### src/rtl/pulse_sequencer.sv
// -----------------------------------------------------------------------------
// pulse_sequencer
//   Periodic-pulse timebase controller. Replays a table of up to DEPTH period
//   values. A table value T gives T+1 enabled cycles per pulse: the tick count
//   runs 0..T and a single-cycle pulse is registered when count==T. After each
//   pulse the sequencer advances to the next step. At the final step it either
//   stops (pulsing done) or wraps to step 0.
//
// Ports
//   clk        in   1    clock, all state updates on posedge
//   rst        in   1    asynchronous active-high reset
//   cfg_we     in   1    table write strobe (honoured only when idle)
//   cfg_addr   in   AW   table write index
//   cfg_ticks  in   N    table write data (period value T)
//   last       in   AW   index of the final step, sampled at start
//   loop       in   1    1 = wrap to step 0 after last, sampled at start
//   start      in   1    begin a sequence (level, ignored while running)
//   stop       in   1    abort the running sequence
//   ena        in   1    tick enable
//   out        out  1    registered single-cycle pulse
//   step       out  AW   current step index
//   busy       out  1    high while running
//   done       out  1    one-cycle pulse when a non-looping sequence completes
//   cfg_err    out  1    one-cycle pulse when a table write is dropped (busy)
// -----------------------------------------------------------------------------
module pulse_sequencer #(
    parameter  int N     = 8,
    parameter  int DEPTH = 4,
    localparam int AW    = $clog2(DEPTH)
) (
    input  logic          clk,
    input  logic          rst,
    input  logic          cfg_we,
    input  logic [AW-1:0] cfg_addr,
    input  logic [N-1:0]  cfg_ticks,
    input  logic [AW-1:0] last,
    input  logic          loop,
    input  logic          start,
    input  logic          stop,
    input  logic          ena,
    output logic          out,
    output logic [AW-1:0] step,
    output logic          busy,
    output logic          done,
    output logic          cfg_err
);

    localparam logic [0:0] ST_IDLE = 1'b0;
    localparam logic [0:0] ST_RUN  = 1'b1;

    logic [0:0]    r_state;
    logic [N-1:0]  r_table [DEPTH];
    logic [N-1:0]  r_count;
    logic [AW-1:0] r_step;
    logic [AW-1:0] r_last;
    logic          r_loop;
    logic          r_out;
    logic          r_done;
    logic          r_cfg_err;

    logic [AW-1:0] w_last_clamped;
    logic [N-1:0]  w_period;
    logic          w_hit;

    // A last index beyond the table can only occur when DEPTH is not a
    // power of two; otherwise every AW-bit value is a valid step.
    generate
        if (DEPTH == (1 << AW)) begin : g_no_clamp
            assign w_last_clamped = last;
        end else begin : g_clamp
            localparam logic [AW-1:0] LAST_MAX = AW'(DEPTH - 1);
            assign w_last_clamped = (last > LAST_MAX) ? LAST_MAX : last;
        end
    endgenerate

    assign w_period = r_table[r_step];
    assign w_hit    = (r_count == w_period);

    always_ff @(posedge clk or posedge rst) begin
        if (rst) begin
            r_state   <= ST_IDLE;
            r_count   <= '0;
            r_step    <= '0;
            r_last    <= '0;
            r_loop    <= 1'b0;
            r_out     <= 1'b0;
            r_done    <= 1'b0;
            r_cfg_err <= 1'b0;
            for (int unsigned i = 0; i < DEPTH; i++) begin
                r_table[i] <= '0;
            end
        end else begin
            // Pulse outputs default low so each can only last one cycle.
            r_out     <= 1'b0;
            r_done    <= 1'b0;
            r_cfg_err <= 1'b0;
            case (r_state)
                ST_IDLE: begin
                    if (cfg_we) begin
                        r_table[cfg_addr] <= cfg_ticks;
                    end
                    if (start && !stop) begin
                        r_state <= ST_RUN;
                        r_count <= '0;
                        r_step  <= '0;
                        r_last  <= w_last_clamped;
                        r_loop  <= loop;
                    end
                end
                ST_RUN: begin
                    if (cfg_we) begin
                        r_cfg_err <= 1'b1;
                    end
                    if (stop) begin
                        r_state <= ST_IDLE;
                        r_count <= '0;
                        r_step  <= '0;
                    end else if (ena) begin
                        if (!w_hit) begin
                            r_count <= r_count + 1'b1;
                        end else begin
                            r_out   <= 1'b1;
                            r_count <= '0;
                            if (r_step != r_last) begin
                                r_step <= r_step + 1'b1;
                            end else if (r_loop) begin
                                r_step <= '0;
                            end else begin
                                r_state <= ST_IDLE;
                                r_step  <= '0;
                                r_done  <= 1'b1;
                            end
                        end
                    end
                end
            endcase
        end
    end

    assign out     = r_out;
    assign step    = r_step;
    assign busy    = (r_state == ST_RUN);
    assign done    = r_done;
    assign cfg_err = r_cfg_err;

endmodule

### config.mk
export PLATFORM = sky130hd
export DESIGN_NAME = pulse_sequencer
export DESIGN_NICKNAME = d
export VERILOG_FILES = /design/src/rtl/pulse_sequencer.sv
export SDC_FILE = /design/constraint.sdc
export NUM_CORES = 1
export LEC_CHECK = 0
export BUFFER_PORTS_ARGS = -buffer_cell sky130_fd_sc_hd__buf_2
export CAP_MARGIN = 20
export CELL_PAD_IN_SITES_DETAIL_PLACEMENT = 1
export CELL_PAD_IN_SITES_GLOBAL_PLACEMENT = 2
export CORE_ASPECT_RATIO = 1.2
export CORE_MARGIN = 3
export CORE_UTILIZATION = 37
export CTS_CLUSTER_DIAMETER = 40
export DETAILED_ROUTE_END_ITERATION = 8
export HOLD_SLACK_MARGIN = 0.05
export PLACE_DENSITY_LB_ADDON = 0.1
export SYNTH_ARGS = -nofsm -noshare
export SYNTH_HDL_FRONTEND = slang
export SYNTH_SLANG_ARGS = --single-unit
### constraint.sdc
create_clock -name clk -period 2 [get_ports clk]
set_input_delay 0.1 -clock clk [delete_from_list [all_inputs] [get_ports clk]]
set_output_delay 0.1 -clock clk [all_outputs]
set_load 0.1 [all_outputs]
-- After elaboration in Yosys (flattened, before gate mapping)
Index checks and enable logic that the tools add are counted.
- flip-flop bits (word level): 49
- output and inout port bits: 6
- eq/ne operators: 5
- reductions and logical operators: 7
- order comparisons: 3
- $add $sub $neg: 2
- bitwise gates (word level): 3
- muxes and demuxes: 36
- operator list (kind ; number):
    two-way mux 8 bit ; 7
    bitwise mux 32 bit ; 1
    two-way mux 1 bit ; 18
    binary-select mux 8 bit (select 2 bit) ; 1
    demux 8 bit (select 2 bit) ; 1
    case mux 8 bit (2 select lines) ; 1
    two-way mux 2 bit ; 5
    adder 8 x 1 -> 8 bit (second input constant) ; 1
    == test 8 bit ; 1
    greater-or-equal comparator 3 bit (second input constant) ; 2
    inverter 2 -> 3 bit ; 2
    AND reduction 2 bit ; 3
    case mux 2 bit (2 select lines) ; 1
    less-than comparator 3 x 1 -> 1 bit (second input constant) ; 1
    inequality test 3 x 2 -> 1 bit (second input constant) ; 1
    inequality test 3 bit (second input constant) ; 1
    AND reduction 3 bit ; 1
    adder 2 x 1 -> 2 bit (second input constant) ; 1
    logical AND 1 bit ; 2
    inequality test 2 bit ; 1
    inequality test 2 bit (second input constant) ; 1
    case mux 1 bit (2 select lines) ; 1
    zero test 1 bit ; 1
    inverter 1 bit ; 1

-- Longest topological paths before layout
Gate-level depths: netlist of the first run.
- depth after elaboration: 9
- depth in mapped cells: 7
- gate-level depth less buffers: 6

-- Least setup slack after synthesis of the first run
OpenSTA, ideal clock, no wires.
- path kind: register to register
- from: register r_step[0] (netlist: step[0])
- to: register r_count[0]
- stages on the path, launching flop included: 8
- data arrival time: 2608 ps
- setup time: 125 ps
- path slack: -733 ps
- data required time: 1875 ps
- path through: dfrtp_1 > buf_6 > mux4_1 > xnor2_1 > nand4_2 > nor2_4 > nor3_2 > mux2_2
- longest elaborated chain between the ends: 9
- ends and longest elaborated chain (element ; line ; source):
    start, declared ; 54 ; logic [AW-1:0] r_step;
    start signal, assigned ; 125 ; r_step <= r_step + 1'b1;
    inverter 2 -> 3 bit (implied by the code) ; 76 ; assign w_period = r_table[r_step];
    binary-select mux 8 bit (select 2 bit) ; 76 ;
    two-way mux 8 bit (implied by the code) (2 in a row) ; 76 ;
    == test 8 bit ; 77 ; assign w_hit = (r_count == w_period);
    two-way mux 8 bit ; 119 ; if (!w_hit) begin
    two-way mux 8 bit ; 118 ; end else if (ena) begin
    two-way mux 8 bit ; 114 ; if (stop) begin
    case mux 8 bit (2 select lines) ; 97 ; case (r_state)
    end signal, assigned ; 120 ; r_count <= r_count + 1'b1;
    end, declared ; 53 ; logic [N-1:0] r_count;
Every way passes these cells. The select of a mux whose other input is x is not followed.
A chain may end at the register's enable or synchronous reset.

-- Worst setup path after layout of the first run
Same ends and word-level chain as after synthesis.

==> results of run 1 <==
-- worst paths after layout --
check | startpoint | end | slack [ns] | cells past startpoint
max | step[0] | r_count[0] | -0.17 | 7
min | start | busy | 0.07 | 3
max reg2reg | step[0] | r_count[0] | -0.17 | 7
min reg2reg | r_table[24] | r_table[24] | 0.51 | 1
max in group asynchronous | rst | step[1] | 1.11 | 4
min in group asynchronous | rst | r_table[10] | 0.36 | 3
-- placed cells by master (no fill, tap or decap), types with 3 or more instances in the layout --
| cell type | instances |
|---|---|
| buf_2 | 24 |
| nor2_1 | 5 |
| clkbuf_8 | 5 |
| xnor2_2 | 8 |
| dlygate4sd3_1 | 5 |
| a21oi_1 | 3 |
| nor2b_1 | 5 |
| dfrtp_1 | 46 |
| mux2_2 | 36 |
| nand2_1 | 5 |
| nand3_1 | 3 |
| xnor2_1 | 4 |
| mux4_2 | 8 |
| buf_4 | 12 |
| nand4_1 | 4 |
| inv_1 | 3 |
-- cells by family (layout without fill, tap and decap cells) --
logic type               after synthesis  after routing
adder cells (fa/ha/maj)                1              1
multiplexers                          45             45
AND/OR/NAND/NOR                       37             37
AO/OA/AOI/OAI                         14             14
XOR/XNOR                              13             13
buffers and inverters                 10             57
flip-flops                            49             49
-- repair_timing --
action                     4_1_cts  5_1_grt
hold buffers                     5        0
gates resized for setup         10        3
pin swaps                        8        5
setup endpoints to repair       13       13
hold endpoints to repair        25        0
buffers inserted                 4        0
-- report_power, final --
group | switching [mW] | total (mW) | internal, mW
registers | 0.0945 | 1.25 | 1.16
clock network | 0.348 | 0.723 | 0.375
logic | 0.224 | 0.524 | 0.300
total | 0.667 | 2.50 | 1.83
-- sequential cells by signal (all words and copies together) (netlist names) --
register and flops:
r_table 32, r_count 8, r_last 2, step 2, busy 1, cfg_err 1
done 1, out 1, r_loop 1
-- critical path: stages (launching register included) --
cell and delay [ns]:
dfrtp_4 0.51, buf_12 0.15, mux4_2 0.47, xnor2_2 0.19, nand4_2 0.17, nor2_4 0.23
nor3_2 0.07, mux2_2 0.27
-- per-layer routing --
metal  up-vias  track usage (%)  wire (um)
li1        707                -          -
met1       806             18.6       2170
met2         8             30.1       3120
met3         4             2.70         77
met4         0             3.94         39
met5         -                0          0
-- metrics by stage --
| stage | std cells | hold slack, ns | area [um2] | setup WS [ns] |
|---|---|---|---|---|
| after floorplan | 169 | 0.163 | 2370 | -0.301 |
| after global placement | 282 | 0.134 | 2670 | -0.214 |
| after detailed placement | 282 | 0.142 | 2670 | -0.240 |
| after CTS | 298 | 0.0570 | 2900 | -0.167 |
| after global routing | 298 | 0.0568 | 2930 | -0.241 |
| final | 298 | 0.0660 | 2930 | -0.166 |
-- area by class of cell --
class / count / area (um2) / share of cell area [%]
Clock inverter: 3 / 46.3 / 1.58
Sequential cell: 49 / 1230 / 42.2
Timing Repair Buffer: 45 / 323 / 11.0
Clock buffer: 5 / 68.8 / 2.35
Multi-Input combinational cell: 110 / 1140 / 38.8
Tap cell: 82 / 103 / 3.51
Inverter: 4 / 15.0 / 0.513
==> impl_metrics.ini, run 1 <==
[run_status]
status = complete, but fails checks
violations = negative setup slack

[placed_design]
numPortBuffers = 24
gp_congestion = 0.769
dp_hpwl_um = 3980

[yosys]
synth_top_family_by_area = multiplexers
synthXorXnorAreaFrac_pct = 4.84
netlist_area_um2 = 2350
synth-async-reset-ratio_pct = 100
yosys_warnings = 0
yosys_most_used_dff = dfrtp_1
synth_edf_count = 0
ys_ff_latch = 49
synth_cell_types = 40
synth.most_common_cell = dfrtp_1
synth_compound_area_share_pct = 4.36
ys_top_cells_by_area = dfrtp_1 52%, mux2_2 17%, mux4_1 5.6%, xnor2_1 4.5%, mux4_2 2.9%
syn_nets = 189
synth_top_cell_by_area = dfrtp_1
seq_area_frac_synth_pct = 52.1
muxShareOfSynthArea_pct = 26.1
synth_top_area_share_pct = 52.1
netlist_instances = 169
synthAdderAreaFrac_pct = 0.532
avgSynthCellArea_um2 = 13.9
synthSimpleGateAreaFrac_pct = 10.0
netlist_top_cells_count = 49 x dfrtp_1, 36 x mux2_2, 12 x xnor2_1

[routing]
vias = 1525
vias_per_cell = 5.12
first_pass_iters = 3
first_iter_violations = 46
ant_nets = 0
postRouteWirelength_um = 5410
drc = 0
wl_per_cell_um = 18.1

[clock_tree]
cts_tree = built
clock_sinks = 49
htreeDepth = 2
cts.root.buffer_cell = clkbuf_8
cts_buffer_depth = 2
cts_buffers = 5
path_clk_slew_ns = 0.10
clk_latency_ns = 0.30

[floorplan]
die_x_um = 78.8
rows = 31
dieHeight_um = 93.4
start_util_pct = 38.6
dieArea_um2 = 7360
core_area_um2 = 6090
io_pins = 25

[finish]
area_growth_pct = 24.3
num_antenna_cells = 0
nets = 235
final_core_utilization_pct = 48.1
drive_above_1_share_pct = 51.4
fill_cells = 625

[timing]
slew_headroom_pct = 65.0
setup_violations = 11
min_period_ns = 2.17
finalCritPeriodShare_pct = 108
max_clock_freq_mhz = 462
hold_viol = 0
drv_slew = 0
fin_setup_tns_ns = -1.12
tightestPinTransition_ns = 0.520
clock_skew_ns = 0.00975
setup_ws_ns = -0.166
rsz0062_at_grt = true

[grt]
antenna_found_initial = 0
grt_first_pass_wirelength_um = 8940
grt_pass1_vias = 1746
grt_overflow = 0
grt_max_degree = 29
track_usage_pct = 16.0

[run]
max_cap_violations = 0

[power_and_ir_drop]
peakVddDrop_uv = 453
design_power_total_mw = 2.50
leakage_nw = 1.22
power_density_nw_per_um2 = 854

[worst_setup_path]
critPathKind = flip-flop to flip-flop
cp_max_fo = 7
cp.arrival_ns = 2.35
critical_path_required_ns = 2.19
cp-start-kind = flip-flop
worstSetupEndpointType = flip-flop

[min_path]
hp-class = primary input to flip-flop
Power figures use the tool's default switching activity.
==> inputs of run 2 (changes only) <==
--- a/config.mk
+++ b/config.mk
@@ -11,8 +11,8 @@
 export CELL_PAD_IN_SITES_GLOBAL_PLACEMENT = 2
 export CORE_ASPECT_RATIO = 1.2
 export CORE_MARGIN = 3
-export CORE_UTILIZATION = 37
-export CTS_CLUSTER_DIAMETER = 40
+export CORE_UTILIZATION = 41
+export CTS_CLUSTER_DIAMETER = 100
 export DETAILED_ROUTE_END_ITERATION = 8
 export HOLD_SLACK_MARGIN = 0.05
 export PLACE_DENSITY_LB_ADDON = 0.1
==> constraint.sdc (replaced) <==
create_clock -name clk -period 2.38 [get_ports clk]
set_input_delay 0.119 -clock clk [delete_from_list [all_inputs] [get_ports clk]]
set_output_delay 0.119 -clock clk [all_outputs]
set_load 0.1 [all_outputs]
==> impl_metrics.ini, run 2 (synthesis gave the netlist of run 1 again) <==
[clock_tree]
cts_resized = 0
cts.root.buffer_cell = clkbuf_8
cts_buffer_depth = 2
path_clk_slew_ns = 0.09
clock_sinks = 49
htreeDepth = 2
clk_latency_ns = 0.30
cts_buffers = 5
cts_tree = built

[grt]
antenna_found_initial = 0
grt_first_pass_wirelength_um = 8610
track_usage_pct = 16.9
grt_overflow = 0
grt_pass1_vias = 1747
grt_max_degree = 35

[routing]
ant_nets = 0
postRouteWirelength_um = 5020
first_pass_iters = 4
vias_per_cell = 5.62
vias = 1528
first_iter_violations = 30
drc = 0
wl_per_cell_um = 18.4

[run_status]
status = completed

[timing]
setup_violations = 0
clock_skew_ns = 0.00470
max_clock_freq_mhz = 444
finalCritPeriodShare_pct = 94.5
slew_headroom_pct = 52.1
hold_viol = 0
drv_slew = 0
rsz0062_at_grt = false
fin_setup_tns_ns = 0
tightestPinTransition_ns = 0.717
min_period_ns = 2.25

[finish]
top_register = r_table
reg.largest.list = r_table: 32 flops, r_count: 8 flops
area_growth_pct = 17.0
largest_register_ffs = 32
final_cells = 272
fill_cells = 550
final_common_cell = dfrtp_1
nets = 229
final_cell_mix = 47 x dfrtp_1, 36 x mux2_2, 24 x buf_2
num_antenna_cells = 0
drive_above_1_share_pct = 42.9

[worst_setup_path]
max_stage_delay_ns = 0.53
slowest_stage = mux4_2
path_buf_inv = 1
cp_max_fo = 8
crit_chain = clkbuf_4 -> mux4_2 -> xnor2_1 -> nand4_1 -> nor2_4 -> nor3_2 -> mux2_2
cp-start-kind = flip-flop
cp.arrival_ns = 2.44
critical_path_required_ns = 2.57
worstSetupEndpointType = flip-flop
crit_family = multiplexers
critPathKind = flip-flop to flip-flop

[floorplan]
core_area_um2 = 5410
io_pins = 25
rows = 29
die_x_um = 75.2
dieHeight_um = 89.0
start_util_pct = 43.5
dieArea_um2 = 6690

[placed_design]
dp_hpwl_um = 3770
place_inst = 255
numPortBuffers = 24
gp_congestion = 0.803

[power_and_ir_drop]
peakVddDrop_uv = 442
power_density_nw_per_um2 = 698
leakage_nw = 1.15

[min_path]
hp-class = primary input to flip-flop

[run]
max_cap_violations = 0
## run 2: changes by cell type in the layout (fill, tap and decap cells not counted), moves of 2 or more
cell	change
buf_6	-2
xnor2_2	-8
mux4_2	-5
xnor2_1	+8
mux4_1	+5
buf_4	-4
clkinvlp_4	+2
## run 2: area by class of cell
| class | count | area [um2] | share of cell area [%] |
|---|---|---|---|
| clock buffers | 5 | 68.8 | 2.50 |
| clock inverters | 3 | 22.5 | 0.818 |
| inverters | 4 | 15.0 | 0.545 |
| multi-input cells | 110 | 1080 | 39.2 |
| flip-flops and latches | 49 | 1230 | 44.7 |
| well taps | 62 | 77.6 | 2.82 |
| repair buffers | 39 | 258 | 9.36 |
## run 2: report_power, final
group	total [mW]	leakage (nW)	internal, mW	switching [mW]
clock	0.487	0.0364	0.206	0.281
combinational	0.377	0.509	0.217	0.160
sequential	1.06	0.605	0.972	0.0861
total	1.92	1.15	1.40	0.527
## run 2: path summary, 6_finish.rpt
kind | startpoint | to | slack [ns] | depth (start not counted)
min in group asynchronous | rst | r_table[8] | 0.48 | 3
setup / recovery | step[0] | r_count[0] | 0.13 | 7
hold reg to reg | r_table[20] | r_table[20] | 0.51 | 1
setup reg to reg | step[0] | r_count[0] | 0.13 | 7
max in group asynchronous | rst | r_table[21] | 1.22 | 4
hold / removal | cfg_we | cfg_err | 0.09 | 2
## run 2: what timing repair did
| item | in CTS | in global routing |
|---|---|---|
| endpoints found under the setup margin | 0 | 5 |
| hold buffers | 5 | 0 |
| buffers inserted | 0 | 4 |
| hold endpoints to repair | 37 | 0 |
## run 2: through the flow
stage	area (um2)	power (mW)	utilization, %	worst slack (ns)	hold slack (ns)
floorplan	2360	1.33	-	0.00395	0.185
global placement	2570	1.42	47.5	0.142	0.267
detailed placement	2570	1.45	47.5	0.0544	0.282
CTS	2710	1.95	50.1	0.0323	0.0745
global route	2750	2.05	50.9	0.0486	0.0783
finish	2750	1.92	50.9	0.130	0.0864
## run 2: metal layers
metal | part of all wire (%) | GRT usage, % | wire length (um)
met1 | 42 | 21.0 | 2120
met2 | 54 | 30.0 | 2700
met3 | 2.4 | 3.04 | 118
met4 | 1.5 | 4.93 | 77
met5 | 0 | 0 | 0
